`src/rtl/mf_disp_intf_vga_scaler.sv`:
```
// -----------------------------------------------------------------------------
// mf_disp_intf_vga_scaler
//
// VGA display interface with integer upscaling (x1..x4) of a SRC_W x SRC_H
// framebuffer. The scaled image is centred in the active area and surrounded
// by a programmable border colour. A delay line of RD_LAT cycles keeps the
// sync/colour control aligned with framebuffer read data. It also provides
// three built-in test patterns and the double-buffer frame-select handshake.
//
// Ports
//   vga_clk, resetn           pixel clock, async active-low reset
//   intf_mode_enabled         run the timing generator (0 = idle, counters held)
//   intf_mode_scale           scale factor minus one, latched per frame
//   intf_mode_test            0 off, 1 RGB bands, 2 checker, 3 gradient
//   intf_border_rgb           {r,g,b} border colour, OUT_W bits per channel
//   intf_frame_switch         request a buffer swap at the next frame end
//   intf_frame_sel            currently selected framebuffer
//   intf_frame_done           registered pulse for the last cycle of each frame
//   intf_pix_rd_vld/addr      framebuffer read strobe and address
//   intf_pix_rd_r/g/bdata     read data, valid RD_LAT cycles after the strobe
//   VGA_hsync, VGA_vsync      active-low syncs
//   VGA_red/green/blue        DAC colour outputs
// -----------------------------------------------------------------------------
module mf_disp_intf_vga_scaler #(
    parameter int H_ACTIVE = 640,
    parameter int H_FRONT  = 16,
    parameter int H_SYNC   = 96,
    parameter int H_BACK   = 48,
    parameter int V_ACTIVE = 480,
    parameter int V_FRONT  = 10,
    parameter int V_SYNC   = 2,
    parameter int V_BACK   = 33,
    parameter int SRC_W    = 320,
    parameter int SRC_H    = 200,
    parameter int ADDR_W   = 16,
    parameter int COLOR_W  = 6,
    parameter int OUT_W    = 4,
    parameter int RD_LAT   = 1
) (
    input  logic                 vga_clk,
    input  logic                 resetn,
    input  logic                 intf_mode_enabled,
    input  logic [1:0]           intf_mode_scale,
    input  logic [1:0]           intf_mode_test,
    input  logic [3*OUT_W-1:0]   intf_border_rgb,
    input  logic                 intf_frame_switch,
    output logic                 intf_frame_sel,
    output logic                 intf_frame_done,
    output logic                 intf_pix_rd_vld,
    output logic [ADDR_W-1:0]    intf_pix_rd_addr,
    input  logic [COLOR_W-1:0]   intf_pix_rd_rdata,
    input  logic [COLOR_W-1:0]   intf_pix_rd_gdata,
    input  logic [COLOR_W-1:0]   intf_pix_rd_bdata,
    output logic                 VGA_hsync,
    output logic                 VGA_vsync,
    output logic [OUT_W-1:0]     VGA_red,
    output logic [OUT_W-1:0]     VGA_green,
    output logic [OUT_W-1:0]     VGA_blue
);

    function automatic int max3(input int a, input int b, input int c);
        int m;
        m = (a > b) ? a : b;
        return (m > c) ? m : c;
    endfunction

    // Scaled extent clipped to the active area.
    function automatic int fit(input int src, input int s, input int act);
        return (src * s < act) ? src * s : act;
    endfunction

    localparam int HT = H_ACTIVE + H_FRONT + H_SYNC + H_BACK;
    localparam int VT = V_ACTIVE + V_FRONT + V_SYNC + V_BACK;
    localparam int HW = $clog2(HT);
    localparam int VW = $clog2(VT);
    localparam int XW = max3($clog2(SRC_W), 4, OUT_W);
    localparam int YW = max3($clog2(SRC_H), 4, OUT_W);

    localparam logic [HW-1:0] H_LAST   = HW'(HT - 1);
    localparam logic [VW-1:0] V_LAST   = VW'(VT - 1);
    localparam logic [HW-1:0] H_ACT    = HW'(H_ACTIVE);
    localparam logic [VW-1:0] V_ACT    = VW'(V_ACTIVE);
    localparam logic [HW-1:0] HS_START = HW'(H_ACTIVE + H_FRONT);
    localparam logic [HW-1:0] HS_END   = HW'(H_ACTIVE + H_FRONT + H_SYNC);
    localparam logic [VW-1:0] VS_START = VW'(V_ACTIVE + V_FRONT);
    localparam logic [VW-1:0] VS_END   = VW'(V_ACTIVE + V_FRONT + V_SYNC);
    localparam logic [YW-1:0] BAND_1   = YW'(SRC_H / 3);
    localparam logic [YW-1:0] BAND_2   = YW'(2 * SRC_H / 3);

    // Window bounds per scale setting, fully resolved at elaboration so the
    // datapath is a 4-entry constant lookup.
    localparam int X_LO [4] = '{(H_ACTIVE - fit(SRC_W, 1, H_ACTIVE)) / 2,
                                (H_ACTIVE - fit(SRC_W, 2, H_ACTIVE)) / 2,
                                (H_ACTIVE - fit(SRC_W, 3, H_ACTIVE)) / 2,
                                (H_ACTIVE - fit(SRC_W, 4, H_ACTIVE)) / 2};
    localparam int Y_LO [4] = '{(V_ACTIVE - fit(SRC_H, 1, V_ACTIVE)) / 2,
                                (V_ACTIVE - fit(SRC_H, 2, V_ACTIVE)) / 2,
                                (V_ACTIVE - fit(SRC_H, 3, V_ACTIVE)) / 2,
                                (V_ACTIVE - fit(SRC_H, 4, V_ACTIVE)) / 2};
    localparam int X_HI [4] = '{X_LO[0] + fit(SRC_W, 1, H_ACTIVE),
                                X_LO[1] + fit(SRC_W, 2, H_ACTIVE),
                                X_LO[2] + fit(SRC_W, 3, H_ACTIVE),
                                X_LO[3] + fit(SRC_W, 4, H_ACTIVE)};
    localparam int Y_HI [4] = '{Y_LO[0] + fit(SRC_H, 1, V_ACTIVE),
                                Y_LO[1] + fit(SRC_H, 2, V_ACTIVE),
                                Y_LO[2] + fit(SRC_H, 3, V_ACTIVE),
                                Y_LO[3] + fit(SRC_H, 4, V_ACTIVE)};

    typedef enum logic [1:0] {
        TEST_OFF      = 2'd0,
        TEST_BANDS    = 2'd1,
        TEST_CHECKER  = 2'd2,
        TEST_GRADIENT = 2'd3
    } test_e;

    // Per-pixel control that must travel alongside the framebuffer read.
    typedef struct packed {
        logic          window;
        logic          border;
        logic          blank;
        logic          hsync;
        logic          vsync;
        logic [XW-1:0] src_x;
        logic [YW-1:0] src_y;
        test_e         test;
    } pix_ctl_t;

    localparam pix_ctl_t CTL_IDLE = '{window: 1'b0, border: 1'b0, blank: 1'b1,
                                      hsync: 1'b1, vsync: 1'b1, src_x: '0,
                                      src_y: '0, test: TEST_OFF};

    logic              en;
    logic [HW-1:0]     h_cnt;
    logic [VW-1:0]     v_cnt;
    logic              frame_end;
    logic              line_end;
    logic [1:0]        scale_q;
    test_e             test_q;
    logic [HW-1:0]     x_lo, x_hi;
    logic [VW-1:0]     y_lo, y_hi;
    logic              in_cols, in_rows, active, window;
    logic [1:0]        x_sub, y_sub;
    logic [XW-1:0]     src_x;
    logic [YW-1:0]     src_y;
    logic [ADDR_W-1:0] row_base;
    logic              pending;
    pix_ctl_t          ctl_now, ctl_out;
    pix_ctl_t          ctl_pipe [RD_LAT];
    logic [3*OUT_W-1:0] rgb_next;

    assign en        = intf_mode_enabled;
    assign line_end  = (h_cnt == H_LAST);
    assign frame_end = en && line_end && (v_cnt == V_LAST);

    // ------------------------------------------------------------------ timing
    always_ff @(posedge vga_clk or negedge resetn) begin
        // NOTE: sequential state uses non-blocking assignments so every
        // register samples the pre-edge values regardless of process order.
        if (!resetn) begin
            h_cnt <= '0;
            v_cnt <= '0;
        end else if (!en) begin
            h_cnt <= '0;
            v_cnt <= '0;
        end else if (line_end) begin
            h_cnt <= '0;
            v_cnt <= (v_cnt == V_LAST) ? '0 : v_cnt + 1'b1;
        end else begin
            h_cnt <= h_cnt + 1'b1;
        end
    end

    // Mode is frozen for the whole frame; tracks the inputs while idle.
    always_ff @(posedge vga_clk or negedge resetn) begin
        if (!resetn) begin
            scale_q <= 2'd0;
            test_q  <= TEST_OFF;
        end else if (!en || frame_end) begin
            scale_q <= intf_mode_scale;
            test_q  <= test_e'(intf_mode_test);
        end
    end

    // ------------------------------------------------------------------ window
    always_comb begin
        x_lo    = HW'(X_LO[scale_q]);
        x_hi    = HW'(X_HI[scale_q]);
        y_lo    = VW'(Y_LO[scale_q]);
        y_hi    = VW'(Y_HI[scale_q]);
        in_cols = (h_cnt >= x_lo) && (h_cnt < x_hi);
        in_rows = (v_cnt >= y_lo) && (v_cnt < y_hi);
        active  = en && (h_cnt < H_ACT) && (v_cnt < V_ACT);
        window  = en && in_cols && in_rows;
    end

    // Horizontal source stepping: each source pixel is held for S cycles.
    // Cleared outside the window so every window line starts at column 0.
    always_ff @(posedge vga_clk or negedge resetn) begin
        if (!resetn) begin
            x_sub <= 2'd0;
            src_x <= '0;
        end else if (!window) begin
            x_sub <= 2'd0;
            src_x <= '0;
        end else if (x_sub == scale_q) begin
            x_sub <= 2'd0;
            src_x <= src_x + 1'b1;
        end else begin
            x_sub <= x_sub + 1'b1;
        end
    end

    // Vertical source stepping, advanced at the end of each window row.
    always_ff @(posedge vga_clk or negedge resetn) begin
        if (!resetn) begin
            y_sub    <= 2'd0;
            src_y    <= '0;
            row_base <= '0;
        end else if (!en || frame_end) begin
            y_sub    <= 2'd0;
            src_y    <= '0;
            row_base <= '0;
        end else if (line_end && in_rows) begin
            if (y_sub == scale_q) begin
                y_sub    <= 2'd0;
                src_y    <= src_y + 1'b1;
                row_base <= row_base + ADDR_W'(SRC_W);
            end else begin
                y_sub <= y_sub + 1'b1;
            end
        end
    end

    assign intf_pix_rd_vld  = window && (test_q == TEST_OFF);
    assign intf_pix_rd_addr = row_base + ADDR_W'(src_x);

    // ------------------------------------------------------- latency alignment
    always_comb begin
        ctl_now        = CTL_IDLE;
        ctl_now.window = window;
        ctl_now.border = active && !window;
        ctl_now.blank  = !active;
        ctl_now.hsync  = !(en && (h_cnt >= HS_START) && (h_cnt < HS_END));
        ctl_now.vsync  = !(en && (v_cnt >= VS_START) && (v_cnt < VS_END));
        ctl_now.src_x  = src_x;
        ctl_now.src_y  = src_y;
        ctl_now.test   = test_q;
    end

    always_ff @(posedge vga_clk or negedge resetn) begin
        // NOTE: the delay line is reset to the idle pixel so that a reset
        // mid-frame discards in-flight control instead of leaking it to pins.
        if (!resetn) begin
            for (int i = 0; i < RD_LAT; i++) ctl_pipe[i] <= CTL_IDLE;
        end else begin
            ctl_pipe[0] <= ctl_now;
            for (int i = 1; i < RD_LAT; i++) ctl_pipe[i] <= ctl_pipe[i-1];
        end
    end

    assign ctl_out = ctl_pipe[RD_LAT-1];

    // ------------------------------------------------------------ colour select
    always_comb begin
        // NOTE: default first so every path assigns rgb_next and no latch forms.
        rgb_next = '0;
        if (ctl_out.blank) begin
            rgb_next = '0;
        end else if (ctl_out.border) begin
            rgb_next = intf_border_rgb;
        end else if (ctl_out.window) begin
            unique case (ctl_out.test)
                TEST_OFF: rgb_next = {intf_pix_rd_rdata[COLOR_W-1 -: OUT_W],
                                      intf_pix_rd_gdata[COLOR_W-1 -: OUT_W],
                                      intf_pix_rd_bdata[COLOR_W-1 -: OUT_W]};
                TEST_BANDS: begin
                    if (ctl_out.src_y < BAND_1)
                        rgb_next = {{OUT_W{1'b1}}, {OUT_W{1'b0}}, {OUT_W{1'b0}}};
                    else if (ctl_out.src_y < BAND_2)
                        rgb_next = {{OUT_W{1'b0}}, {OUT_W{1'b1}}, {OUT_W{1'b0}}};
                    else
                        rgb_next = {{OUT_W{1'b0}}, {OUT_W{1'b0}}, {OUT_W{1'b1}}};
                end
                TEST_CHECKER:
                    rgb_next = (ctl_out.src_x[3] ^ ctl_out.src_y[3]) ? '1 : '0;
                TEST_GRADIENT:
                    rgb_next = {ctl_out.src_x[OUT_W-1:0], ctl_out.src_y[OUT_W-1:0],
                                {OUT_W{1'b0}}};
            endcase
        end
    end

    always_ff @(posedge vga_clk or negedge resetn) begin
        if (!resetn) begin
            VGA_hsync <= 1'b1;
            VGA_vsync <= 1'b1;
            VGA_red   <= '0;
            VGA_green <= '0;
            VGA_blue  <= '0;
        end else begin
            VGA_hsync <= ctl_out.hsync;
            VGA_vsync <= ctl_out.vsync;
            {VGA_red, VGA_green, VGA_blue} <= rgb_next;
        end
    end

    // -------------------------------------------------- frame select handshake
    // A request in the frame-end cycle itself is honoured without waiting for
    // the pending flag; while idle there is no frame end, so swap at once.
    always_ff @(posedge vga_clk or negedge resetn) begin
        if (!resetn) begin
            pending         <= 1'b0;
            intf_frame_sel  <= 1'b0;
            intf_frame_done <= 1'b0;
        end else begin
            intf_frame_done <= frame_end;
            if ((!en || frame_end) && (pending || intf_frame_switch)) begin
                intf_frame_sel <= !intf_frame_sel;
                pending        <= 1'b0;
            end else if (intf_frame_switch) begin
                pending <= 1'b1;
            end
        end
    end

    // Only the top OUT_W bits of each read channel drive the DAC.
    if (COLOR_W > OUT_W) begin : g_lsb_sink
        logic unused_lsbs;
        assign unused_lsbs = ^{intf_pix_rd_rdata[COLOR_W-OUT_W-1:0],
                               intf_pix_rd_gdata[COLOR_W-OUT_W-1:0],
                               intf_pix_rd_bdata[COLOR_W-OUT_W-1:0]};
    end

endmodule

```
`config.mk`:
```
export PLATFORM = sky130hd
export DESIGN_NAME = mf_disp_intf_vga_scaler
export DESIGN_NICKNAME = d
export VERILOG_FILES = /design/src/rtl/mf_disp_intf_vga_scaler.sv
export SDC_FILE = /design/constraint.sdc
export NUM_CORES = 1
export LEC_CHECK = 0
export ABC_CLOCK_PERIOD_IN_PS = 3700
export CAP_MARGIN = 20
export CORE_MARGIN = 2
export CORE_UTILIZATION = 50
export CTS_CLUSTER_DIAMETER = 200
export DETAILED_ROUTE_END_ITERATION = 10
export PLACE_DENSITY_LB_ADDON = 0.1
export SLEW_MARGIN = 10
export SYNTH_ARGS = -nofsm -noshare
export SYNTH_HDL_FRONTEND = slang
export SYNTH_SLANG_ARGS = --single-unit
```
`constraint.sdc`:
```
create_clock -name vga_clk -period 3.7 [get_ports vga_clk]
set_input_delay 0.74 -clock vga_clk [delete_from_list [all_inputs] [get_ports vga_clk]]
set_output_delay 0.74 -clock vga_clk [all_outputs]
set_load 0.05 [all_outputs]
```
==> flow_metrics.env <==
export IMPL_totalPowerFinal_w=0.00199
export IMPL_synth_area_per_cell_um2=9.65
export IMPL_yosysMostFrequentCell="dfrtp_1"
export IMPL_postCtsSetupBuffers=0
export IMPL_antenna_found_initial=0
export IMPL_dieArea_um2=10600
export IMPL_n_fill_cell=867
export IMPL_synthToLayoutAreaGrowth_pct=19.5
export IMPL_met1_usage_pct=29.8
export IMPL_slew_headroom_pct=39.8
export IMPL_nNetsFinal=622
export IMPL_async_flop_share_pct=100
export IMPL_ys_top_cells_by_count="86 x dfrtp_1, 62 x nand2_1, 43 x nor2_1, 23 x nand4_1, 22 x ha_1"
export IMPL_fmax_ghz=0.289
export IMPL_yosysSeqAreaShare_pct=46.5
export IMPL_io_pin_count=71
export IMPL_syn_area_um2=4910
export IMPL_cp_start_kind="flop"
export IMPL_grt_first_pass_wirelength_um=18500
export IMPL_port_buffers=64
export IMPL_track_usage_pct=22.1
export IMPL_routed_wl_um=11200
export IMPL_status="complete, no violations"
export IMPL_cp_data_arrival_time_ns=2.73
export IMPL_syn_nets=569
export IMPL_synth_compound_area_share_pct=11.3
export IMPL_skew_ns=0.0196
export IMPL_drcViolationCount=0
export IMPL_avgRoutedWirePerCell_um=16.0
export IMPL_die_y_um=103
export IMPL_die_x_um=103
export IMPL_hpwl_um=7870
export IMPL_synthXorXnorAreaFrac_pct=6.06
export IMPL_critPathRequiredTime_ns=2.96
export IMPL_row_count=36
export IMPL_place_congestion=0.842
export IMPL_synth_top_family_by_area="simple AND/OR/NAND/NOR gates"
export IMPL_yosys_area_share_simple_pct=23.8
export IMPL_rsz0062_at_grt="false"
export IMPL_p_leak_nw=2.58
export IMPL_vias_per_cell=5.68
export IMPL_tns_ns=0
export IMPL_ys_seq_elements=91
export IMPL_synth_area_leaders="dfrtp_1 44%, ha_1 5.6%, nand2_1 4.7%"
export IMPL_cp_cell_sequence="ha_1 -> a21o_1 -> a21oi_1 -> nand2b_1 -> xnor2_1 -> clkdlybuf4s50_1"
export IMPL_worst_slack_ns=0.234
export IMPL_ant_nets=0
export IMPL_finalCritPeriodShare_pct=93.7
export IMPL_cts_max_path_buffers=2
export IMPL_netlist_area_leader_share_pct=43.8
export IMPL_met2_usage_pct=37.0
export IMPL_grt_max_degree=45
export IMPL_clk_latency_ns=0.36
export IMPL_placed_cells=684
export IMPL_path_class="flop to output port"
export IMPL_setup_viol=0
export IMPL_ir_worst_vdd_v=0.000246
export IMPL_hp_class="input pin to asynchronous set/reset pin"
export IMPL_setup_worst_path_end_class="output port"
export IMPL_via_count=3978
export IMPL_drt_initial_drc_count=170
export IMPL_synth_edf_count=0
export IMPL_synth_largest_area_cell="dfrtp_1"
export IMPL_ctsHoldBuffers=0
export IMPL_critPathSlowestCell="clkdlybuf4s50_1"
export IMPL_finalNonFillerCells=700
export IMPL_yosysUniqueCellTypes=52
export IMPL_tritoncts="built"
export IMPL_clockRootBuffer="clkbuf_8"
export IMPL_htree_levels=3
export IMPL_cts_sinks=91
export IMPL_numCtsBuffers=9
export IMPL_gr_total_overflow=0
export IMPL_drv_cap=0
export IMPL_finalHoldViolations=0
export IMPL_grt_busiest_layer="met2"
export IMPL_synth_area_mux_share_pct=2.45
export IMPL_num_antenna_cells=0
export IMPL_syn_inst=509
export IMPL_synth_adder_area_share_pct=5.61
export IMPL_synth_warning_count=0
export IMPL_core_um2=9640
export IMPL_gr_usage_met3_pct=2.98
export IMPL_utilization_pct=60.9
export IMPL_path_clk_slew_ns=0.11
export IMPL_cts_resized=0
export IMPL_first_global_vias=3793
export IMPL_dr_pass1_iters=4
export IMPL_pre_cts_ws_ns=0.480
export IMPL_maxSlewViolCount=0
export IMPL_critPathMaxStageDelay_ns=0.81
export IMPL_worst_pin_slew_ns=0.900
export IMPL_power_density_nw_per_um2=339
export IMPL_layout_min_cycle_time_ns=3.47
export IMPL_initial_core_util_pct=50.9
export IMPL_drive_above_1_share_pct=10.9
export IMPL_synth_ff_type="dfrtp_1"
export IMPL_path_max_fanout=4
==> cells in the final DEF (no fill, tap or decap), types with 4 or more instances in the layout <==
cell             count
and2_1               5
and3_1               7
clkbuf_8             9
buf_4               12
o31ai_1              6
nor3_1              10
xnor2_1             15
nor4_2               5
nor2_1              43
or3_1                6
or2_2               13
clkdlybuf4s50_1     58
o21ai_1             10
a31oi_1              6
a32oi_1              4
ha_1                22
nand2_1             62
nor4_1               9
o21a_1               4
a311oi_1             4
inv_1               13
nand3_1             13
nand4_1             23
dfrtp_1             86
xor2_1              19
o21ai_0             19
nor2b_1              4
a221oi_1             4
a21oi_1             12
mux2i_1             12
dfstp_2              5
==> routing by layer <==
layer / wire length [µm] / up-vias
met1: 5100 / 1937
li1: - / 1914
met4: 175 / 0
met3: 530 / 16
met2: 5380 / 111
met5: 0 / -
==> state kept, by name (all words and copies together) (netlist names) <==
register / flops
VGA_green: 4
scale_q: 2
VGA_red: 4
test_q: 2
intf_frame_sel: 1
row_base: 10
src_y: 8
VGA_blue: 4
x_sub: 2
ctl_out: 19
pending: 1
VGA_vsync: 1
intf_frame_done: 1
y_sub: 2
h_cnt: 10
src_x: 9
v_cnt: 10
VGA_hsync: 1
==> power by group <==
part           switching (W)  total (W)  internal [W]  leakage [nW]
Clock               0.000384   0.000708      0.000324         0.103
Sequential         0.0000199    0.00104       0.00102          1.23
Combinational       0.000152   0.000247     0.0000946          1.24
==> worst max-delay path, delay by kind of cell, from the launching register on <==
family | cells | cell delay [ns]
flops | 1 | 0.43
xor+xnor | 1 | 0.11
buf+inv | 1 | 0.81
fa+ha+maj | 1 | 0.33
simple gates | 1 | 0.17
compound gates | 2 | 0.51
==> layout make-up <==
class | count | area, µm² | share of cell area (%)
well taps | 133 | 166 | 2.83
clock inverters | 7 | 80.1 | 1.36
clock buffers | 9 | 124 | 2.11
repair buffers | 74 | 728 | 12.4
inverters | 15 | 56.3 | 0.959
multi-input cells | 371 | 2430 | 41.4
flip-flops and latches | 91 | 2280 | 38.9
==> kinds of logic (layout without fill, tap and decap cells) <==
kind of cell | count (synthesis) | in the layout
AOI/OAI and AO/OA | 84 | 84
xor gates and xnor gates | 34 | 34
adders and majority gates | 22 | 22
buffers and inverters | 47 | 105
DFF | 91 | 91
muxes | 12 | 12
and+or+nand+nor | 219 | 219
==> path summary, 6_finish.rpt <==
check / from / to / slack, ns / depth (start not counted)
min reg2reg: ctl_out[19] / VGA_vsync / 0.36 / 0
min: resetn / VGA_blue[1] / 0.36 / 1
max in group asynchronous: resetn / ctl_out[21] / 2.53 / 2
max reg2reg: scale_q[0] / src_y[0] / 1.05 / 6
max: row_base[7] / intf_pix_rd_addr[10] / 0.23 / 6
min in group vga_clk: ctl_out[19] / VGA_vsync / 0.36 / 0
==> stage by stage <==
| stage | instance area [µm²] | hold WS (ns) |
|---|---|---|
| global route | 5870 | 0.364 |
| floorplan | 4920 | 0.345 |
| detailed placement | 5660 | 0.347 |
| CTS | 5860 | 0.361 |
| finish | 5870 | 0.358 |
| global placement | 5660 | 0.347 |
No activity file was read; power rests on OpenSTA's default activity.
